===== config.mk =====
export PLATFORM = sky130hd
export DESIGN_NAME = fifo_addr_ctrl
export DESIGN_NICKNAME = d
export VERILOG_FILES = /design/src/rtl/fifo_addr_ctrl.sv
export SDC_FILE = /design/constraint.sdc
export NUM_CORES = 1
export LEC_CHECK = 0
export CAP_MARGIN = 20
export CORE_ASPECT_RATIO = 1.1
export CORE_MARGIN = 2
export CORE_UTILIZATION = 40
export DETAILED_ROUTE_END_ITERATION = 7
export GPL_TIMING_DRIVEN = 0
export PLACE_DENSITY_LB_ADDON = 0.2
export SLEW_MARGIN = 20
export SYNTH_ARGS = -nofsm -noshare
export SYNTH_HDL_FRONTEND = slang
export SYNTH_SLANG_ARGS = --single-unit

===== constraint.sdc =====
create_clock -name clk -period 3.7 [get_ports clk]
set_input_delay 1.11 -clock clk [delete_from_list [all_inputs] [get_ports clk]]
set_output_delay 1.11 -clock clk [all_outputs]
set_load 0.005 [all_outputs]

===== src/rtl/fifo_addr_ctrl.sv =====
// Circular address generator for the shared NTT/INTT delay FIFOs and the multiplier FIFO.
// One registered wrap-around counter per FIFO, plus a sticky "wrapped once" flag.
module fifo_addr_ctrl #(
  parameter int unsigned NTT_STAGE_CNT = 8,
  parameter int unsigned MUL_STAGE_CNT = 4,
  localparam int unsigned MAX_HRS  = 1 << (NTT_STAGE_CNT - 2),
  localparam int unsigned FIFO2_AW =
      $clog2((MAX_HRS > MUL_STAGE_CNT) ? MAX_HRS : MUL_STAGE_CNT),
  localparam int unsigned MUL_AW   = $clog2(MUL_STAGE_CNT - 1)
) (
  input  logic                              clk,
  input  logic                              rst,
  input  logic                              flush,
  input  logic [NTT_STAGE_CNT-1:0]          en,
  input  logic                              mul_en,
  output logic [NTT_STAGE_CNT*FIFO2_AW-1:0] fifo2_addr,
  output logic [MUL_AW-1:0]                 fifom_addr,
  output logic [NTT_STAGE_CNT-1:0]          primed,
  output logic                              fifom_primed
);

  if (NTT_STAGE_CNT < 3 || MUL_STAGE_CNT < 3) begin : gen_bad_cnt
    $fatal(1, "fifo_addr_ctrl: NTT_STAGE_CNT and MUL_STAGE_CNT must both be >= 3");
  end

  if (((MAX_HRS - 1) >> FIFO2_AW) != 0) begin : gen_bad_aw
    $fatal(1, "fifo_addr_ctrl: FIFO2_AW too narrow for MAX_HRS-1");
  end

  // Halving depth per stage, floored at 1 for the last stages.
  function automatic int unsigned stage_depth(int unsigned idx);
    int unsigned d;
    d = MAX_HRS >> idx;
    return (d == 0) ? 1 : d;
  endfunction

  for (genvar i = 0; i < NTT_STAGE_CNT; i++) begin : gen_stage
    localparam int unsigned Depth = stage_depth(i);
    localparam logic [FIFO2_AW-1:0] Last = FIFO2_AW'(Depth - 1);

    logic [FIFO2_AW-1:0] addr_q, addr_d;
    logic                primed_q, primed_d;

    // Depth-1 stages have Last == 0, so every enable is a wrap.
    always_comb begin
      addr_d   = addr_q;
      primed_d = primed_q;
      if (en[i]) begin
        if (addr_q == Last) begin
          addr_d   = '0;
          primed_d = 1'b1;
        end else begin
          addr_d = addr_q + FIFO2_AW'(1);
        end
      end
    end

    always_ff @(posedge clk) begin
      if (rst || flush) begin
        addr_q   <= '0;
        primed_q <= 1'b0;
      end else begin
        addr_q   <= addr_d;
        primed_q <= primed_d;
      end
    end

    assign fifo2_addr[i*FIFO2_AW +: FIFO2_AW] = addr_q;
    assign primed[i]                          = primed_q;
  end

  localparam logic [MUL_AW-1:0] MulLast = MUL_AW'(MUL_STAGE_CNT - 2);

  logic [MUL_AW-1:0] mul_addr_q, mul_addr_d;
  logic              mul_primed_q, mul_primed_d;

  always_comb begin
    mul_addr_d   = mul_addr_q;
    mul_primed_d = mul_primed_q;
    if (mul_en) begin
      if (mul_addr_q == MulLast) begin
        mul_addr_d   = '0;
        mul_primed_d = 1'b1;
      end else begin
        mul_addr_d = mul_addr_q + MUL_AW'(1);
      end
    end
  end

  always_ff @(posedge clk) begin
    if (rst || flush) begin
      mul_addr_q   <= '0;
      mul_primed_q <= 1'b0;
    end else begin
      mul_addr_q   <= mul_addr_d;
      mul_primed_q <= mul_primed_d;
    end
  end

  assign fifom_addr   = mul_addr_q;
  assign fifom_primed = mul_primed_q;

endmodule

After elaboration in Yosys (flattened, before gate mapping)
Cells that the tools add are included.
Storage, ports and cells
  logic and storage cells: 55
  input bits: 12
  register bits: 59
Operators by class
  reduce and logical (&&, ||, !) cells: 12
  add/sub/neg operators: 9
  eq/ne operators: 7
  multiplexer cells: 9
Operator list (count)
  $add 6x1->6 const B: 8
  $mux 6: 8
  $reduce_and 2->1: 9
  $logic_not 6->1: 2
  $eq 6x1->1 const B: 1
  $eq 6x2->1 const B: 1
  $eq 6x3->1 const B: 1
  $eq 6x4->1 const B: 1
  $eq 6x5->1 const B: 1
  $eq 6x6->1 const B: 1
  $add 2x1->2 const B: 1
  $eq 2x2->1 const B: 1
  $mux 2: 1
  $logic_or 1x1->1: 1

Logic depth before layout (Yosys ltp)
Gate-level depths: netlist of the first run.
  depth in word-level cells: 2
  mapped depth: 5

Worst setup path before layout of the first run
Ideal clock, no wire load.
  path type: in2reg
  start point: input en[5]
  end point: register gen_stage[5].addr_q[1]
  path buffers: 1
  arrival time: 1.826 ns
  path slack: 1.736 ns
  stages: 4
  path through: clkbuf_2 nand2b_1 o41ai_4 a211oi_1
RTL lines
  start: declaration: line 14  | input logic [NTT_STAGE_CNT-1:0] en,
  end signal: assignment: line 63  | addr_q <= addr_d;
  end: declaration: line 41  | logic [FIFO2_AW-1:0] addr_q, addr_d;

Worst setup path in the final report of the first run
  start point: register gen_stage[5].addr_q[2]
  end point: output fifo2_addr[32]
RTL lines
  end: declaration: line 16  | output logic [NTT_STAGE_CNT*FIFO2_AW-1:0] fifo2_addr,
No word-level cell between the ends.

==> results list, run 1 <==
- Status: finished, final reports clean
* Global Route Usage Sum: 15.2%
- The Yosys step of the flow raised 0 warnings.
* Antenna viol nets, final: 0
* Area of the core: between 6000 and 7000 um^2
* Placed Cells incl. Taps: 420
* Worst path max stage delay: 0.56 ns
* Chip Width: 80.3 um
- In the final routed layout, each cell accounts on average for 11.8 um.
- Share of final-layout standard cells stronger than drive strength 1: 8.71%
* Cell Rows: 30
* Cell type group with the largest total delay on the critical path: buffers and inverters
- In the final design database the tool counted 374 nets.
* First DRT Iteration DRCs: 34
* Setup Skew: 0.00501 ns
- Vertical die dimension: 87.9 um
* Clock Tree Buf Depth: 2
* Number of global-route vias before repair: 1933
- Final number of setup-violating endpoints: 0
- Met3 GRT Util: under 10%
- In this run, CTS created clock tree buffers numbering 9.
- For this design, the CTS-stage hold fixing added 0 buffers.
- Area of the mapped netlist: between 2000 and 3000 um^2
- RSZ-0062 raised after global routing: false
- In the synthesized netlist the async set-or-reset flop fraction comes to 0%.
- During I/O placement, the number of pins put on the boundary was 71.
* Sw power: 0.272 mW
- The number of nets handed over by synthesis was 296.
* Estimated wirelength of the detail-placed design: 3.79 mm
- The count of buffers added on input and output ports is 67.
- Post-layout minimum cycle time: between 2 and 2.5 ns
* Worst hold-check path type: flop to flop
* Number of enable flip-flop cells after synthesis: 0
- Rel. slew slack: 67.0%
- Buffers inserted by post-CTS timing repair: 0
* Reg power frac: a little over half
* CP Cell Sequence: clkdlybuf4s50_1
* Leakage: 1.27 nW
- Dividing total power by cell area gives a power density of 353 nW/um^2.
- Global routing used 25.6% of the available met2 tracks.
- Total wire length: 5.13 mm
- Most common cell in the netlist: dfxtp_1
- Measured slew at the worst slew-check pin: 0.495 ns
* Register-to-register setup slack: ~2.4 ns
- VDD sags by at most 0.224 mV.
- Seq cells post-synth: 59
- Final instance count without filler cells: approximately 440
* Vias: 2125
* Kind of start point of the critical path: flop
- On the critical path, the stage with the largest delay is an instance of clkdlybuf4s50_1.
- CTS built an H-tree with a depth of 3.
* Max Cap Viol: 0
- Using the TritonRoute via totals, the vias-per-cell ratio works out to 4.87.
* Crit path buffers/inverters: 1
* First-pass GRT wire length: approximately 8.3 mm
- The commonest cells after synthesis are 59 x dfxtp_1, 45 x nor2_1, 23 x xor2_1.
* Most area-consuming cells after synthesis: dfxtp_1 46%, xor2_1 7.9%, nor2_1 6.6%
* N_diodes: 0
- Later-pin clock latency in the skew report: 0.32 ns
* Hold path startpoint: gen_stage[6].primed_q$_SDFFE_PP0P_
- In this run the critical register-to-register path is launched from gen_stage[5].addr_q[0]$_SDFFE_PP0P_.
- The number of hold-slack violations in the final timing report came to 0.
- Final total negative setup slack: 0 ns
* Post-synth cell types: 35
- The worst setup path is of the flop to output pin kind.
- Largest net degree at the start of global routing: 11
- Dominant synthesized flop cell: dfxtp_1
- CTS saw 59 sinks.
- TritonCTS built the clock tree.
- Final RePlAce weighted congestion: 0.768
* Starting utilization of the core area: approximately two fifths
- Of the total power, the clock network draws 40.7%.
- Total die area: 7060 um^2
- Worst hold slack: 0.466 ns
- The share of the Yosys chip area taken by registers is about 46%.
- After clock tree synthesis, the clock-pin slew on the worst setup and hold paths is 0.06 ns.
- Number of instances resized during post-cts repair: 0
- Per-instance average area after synthesis: 9.39 um^2
- The path with the worst hold slack has its endpoint at gen_stage[6].primed_q$_SDFFE_PP0P_.
* Number of pins with negative max-slew slack in the final report: 0
- STA classifies the critical path endpoint as an output pin.
* Data arrival at the endpoint of the critical path: 1.37 ns
* Overflow after GRT: 0
* Switching share of power: 22.0%
- Combinational cells account for ~6.5% of the total power.
- Area delta synth->final: 36.8%
- Number of cells on the worst reg-to-reg path: 4
- Gate Count Post-Synth: 273
* Upper clock frequency limit: 0.403 GHz
- Worst hold path depth: 1
* Number of antenna violations at the first check in global routing: 0
- Final critical-path share of the clock period: approximately two thirds
* Detailed-route DRC error count: 0
* M1 GR Usage: 17.9%
- The first TritonRoute pass finished after 4 iterations.
* Area share of the leading cell type in the synthesized netlist: between 40% and 50%
* PnR Total Power: between 1 and 1.5 mW
- Library cell with the largest summed area after synthesis: dfxtp_1
* Internal cell power: 0.964 mW
* Worst-path maximum fanout: 6
- The root buffer cell chosen for the clock tree is clkbuf_8.
- After global routing, the most crowded layer is met2.
- At the worst endpoint, the required time is between 2 and 3 ns.
- Worst flop-to-flop path endpoint: gen_stage[5].addr_q[1]$_SDFFE_PP0P_
-- worst reg2reg max path, delay by kind of cell, from the launching register on --
| kind | cells | cell delay (ns) |
|---|---|---|
| fa+ha+maj | 1 | 0.19 |
| compound gates | 2 | 0.49 |
| simple gates | 1 | 0.10 |
| flops | 1 | 0.42 |
-- cell type report --
cell class                      instances  area (um^2)
Tap cell                               80          100
Clock buffer                           14          163
Clock inverter                          2         10.0
Sequential cell                        59         1180
Buffer                                 14         87.6
Inverter                                7         26.3
Multi-Input combinational cell        193         1270
Fill cell                             592         2690
Timing Repair Buffer                   67          671
-- layout by cell type, fill, tap and decap left out, drive strengths merged, types with 2 or more instances in the layout --
master and count:
a21oi 11, buf 10, clkbuf 18, clkdlybuf4s50 67, clkinv 2, dfxtp 59
ha 11, inv 7, mux2i 7, nand2 18, nand2b 6, nand3 3
nand4 16, nor2 46, nor4 3, o21a 8, o21ai 12, o41ai 3
or3 9, xnor2 8, xor2 23
-- metal layers --
layer | part of all wire [%] | wire length [um] | vias to the layer above
met5 | 0 | 0 | -
met4 | 2.0 | 104 | 0
met3 | 4.4 | 223 | 9
met2 | 49 | 2490 | 45
met1 | 45 | 2310 | 989
li1 | - | - | 1082
-- sequential cells by signal, indices dropped and copies added, names as in the netlist --
name,flops
gen_stage.addr_q,48
gen_stage.primed_q,8
fifom_addr,2
fifom_primed,1
-- how the worst max path moves through the flow --
stage                                              startpoint                             endpoint  depth (start not counted)  slack, ns
after detailed placement                                en[7]  gen_stage[7].addr_q[3]$_SDFFE_PP0P_                          4       1.06
after CTS                 gen_stage[5].addr_q[2]$_SDFFE_PP0P_                       fifo2_addr[32]                          1       1.20
after floorplan                                         en[5]  gen_stage[5].addr_q[1]$_SDFFE_PP0P_                          4       1.74
final                     gen_stage[5].addr_q[2]$_SDFFE_PP0P_                       fifo2_addr[32]                          1       1.22
after global placement                                  en[7]  gen_stage[7].addr_q[2]$_SDFFE_PP0P_                          4       1.09
after global routing      gen_stage[5].addr_q[2]$_SDFFE_PP0P_                       fifo2_addr[32]                          1       1.15
-- logic make-up (layout without fill, tap and decap cells) --
group / count (synthesis) / in the layout / share of synthesized area [%]
flip-flops: 59 / 59 / 46.1
AO/OA/AOI/OAI: 37 / 37 / 10.3
buffers and inverters: 21 / 104 / 4.44
XOR/XNOR: 31 / 31 / 10.6
adder cells (fa/ha/maj): 11 / 11 / 5.37
multiplexers: 7 / 7 / 2.73
AND/OR/NAND/NOR: 107 / 107 / 20.5
-- metrics by stage --
step | utilization [%] | instance area, um^2 | worst slack [ns]
6_report | 56.6 | 3510 | 1.22
5_1_grt | 56.6 | 3510 | 1.15
4_1_cts | 56.6 | 3510 | 1.20
3_5_place_dp | 53.8 | 3330 | 1.06
3_3_place_gp | 53.8 | 3330 | 1.09
2_1_floorplan | - | 2560 | 1.74
-- power by group through the flow --
stage / clock network [mW] / logic, mW / registers (mW)
detailed placement: 0 / 0.0824 / 0.666
CTS: 0.521 / 0.0830 / 0.652
finish: 0.504 / 0.0808 / 0.652
global placement: 0 / 0.0808 / 0.666
floorplan: 0 / 0.0433 / 0.665
global route: 0.553 / 0.0890 / 0.653
Note: power is estimated with default switching activity, not from simulation.
==> run 2: changes to the inputs <==
==> constraint.sdc (replaced) <==
create_clock -name clk -period 2.6 [get_ports clk]
set_input_delay 0.78 -clock clk [delete_from_list [all_inputs] [get_ports clk]]
set_output_delay 0.78 -clock clk [all_outputs]
set_load 0.005 [all_outputs]
==> results of run 2 <==
Same layout as run 1 (identical final DEF). Status: finished, final reports clean.
Main changes from that run: setup slack after placement 1.06 ns -> 0.288 ns; setup slack after layout 1.22 ns -> 0.446 ns; register-to-register setup slack 2.37 ns -> 1.27 ns; total power 1.24 mW -> 1.76 mW; worst IR drop on VDD 0.224 mV -> 0.318 mV
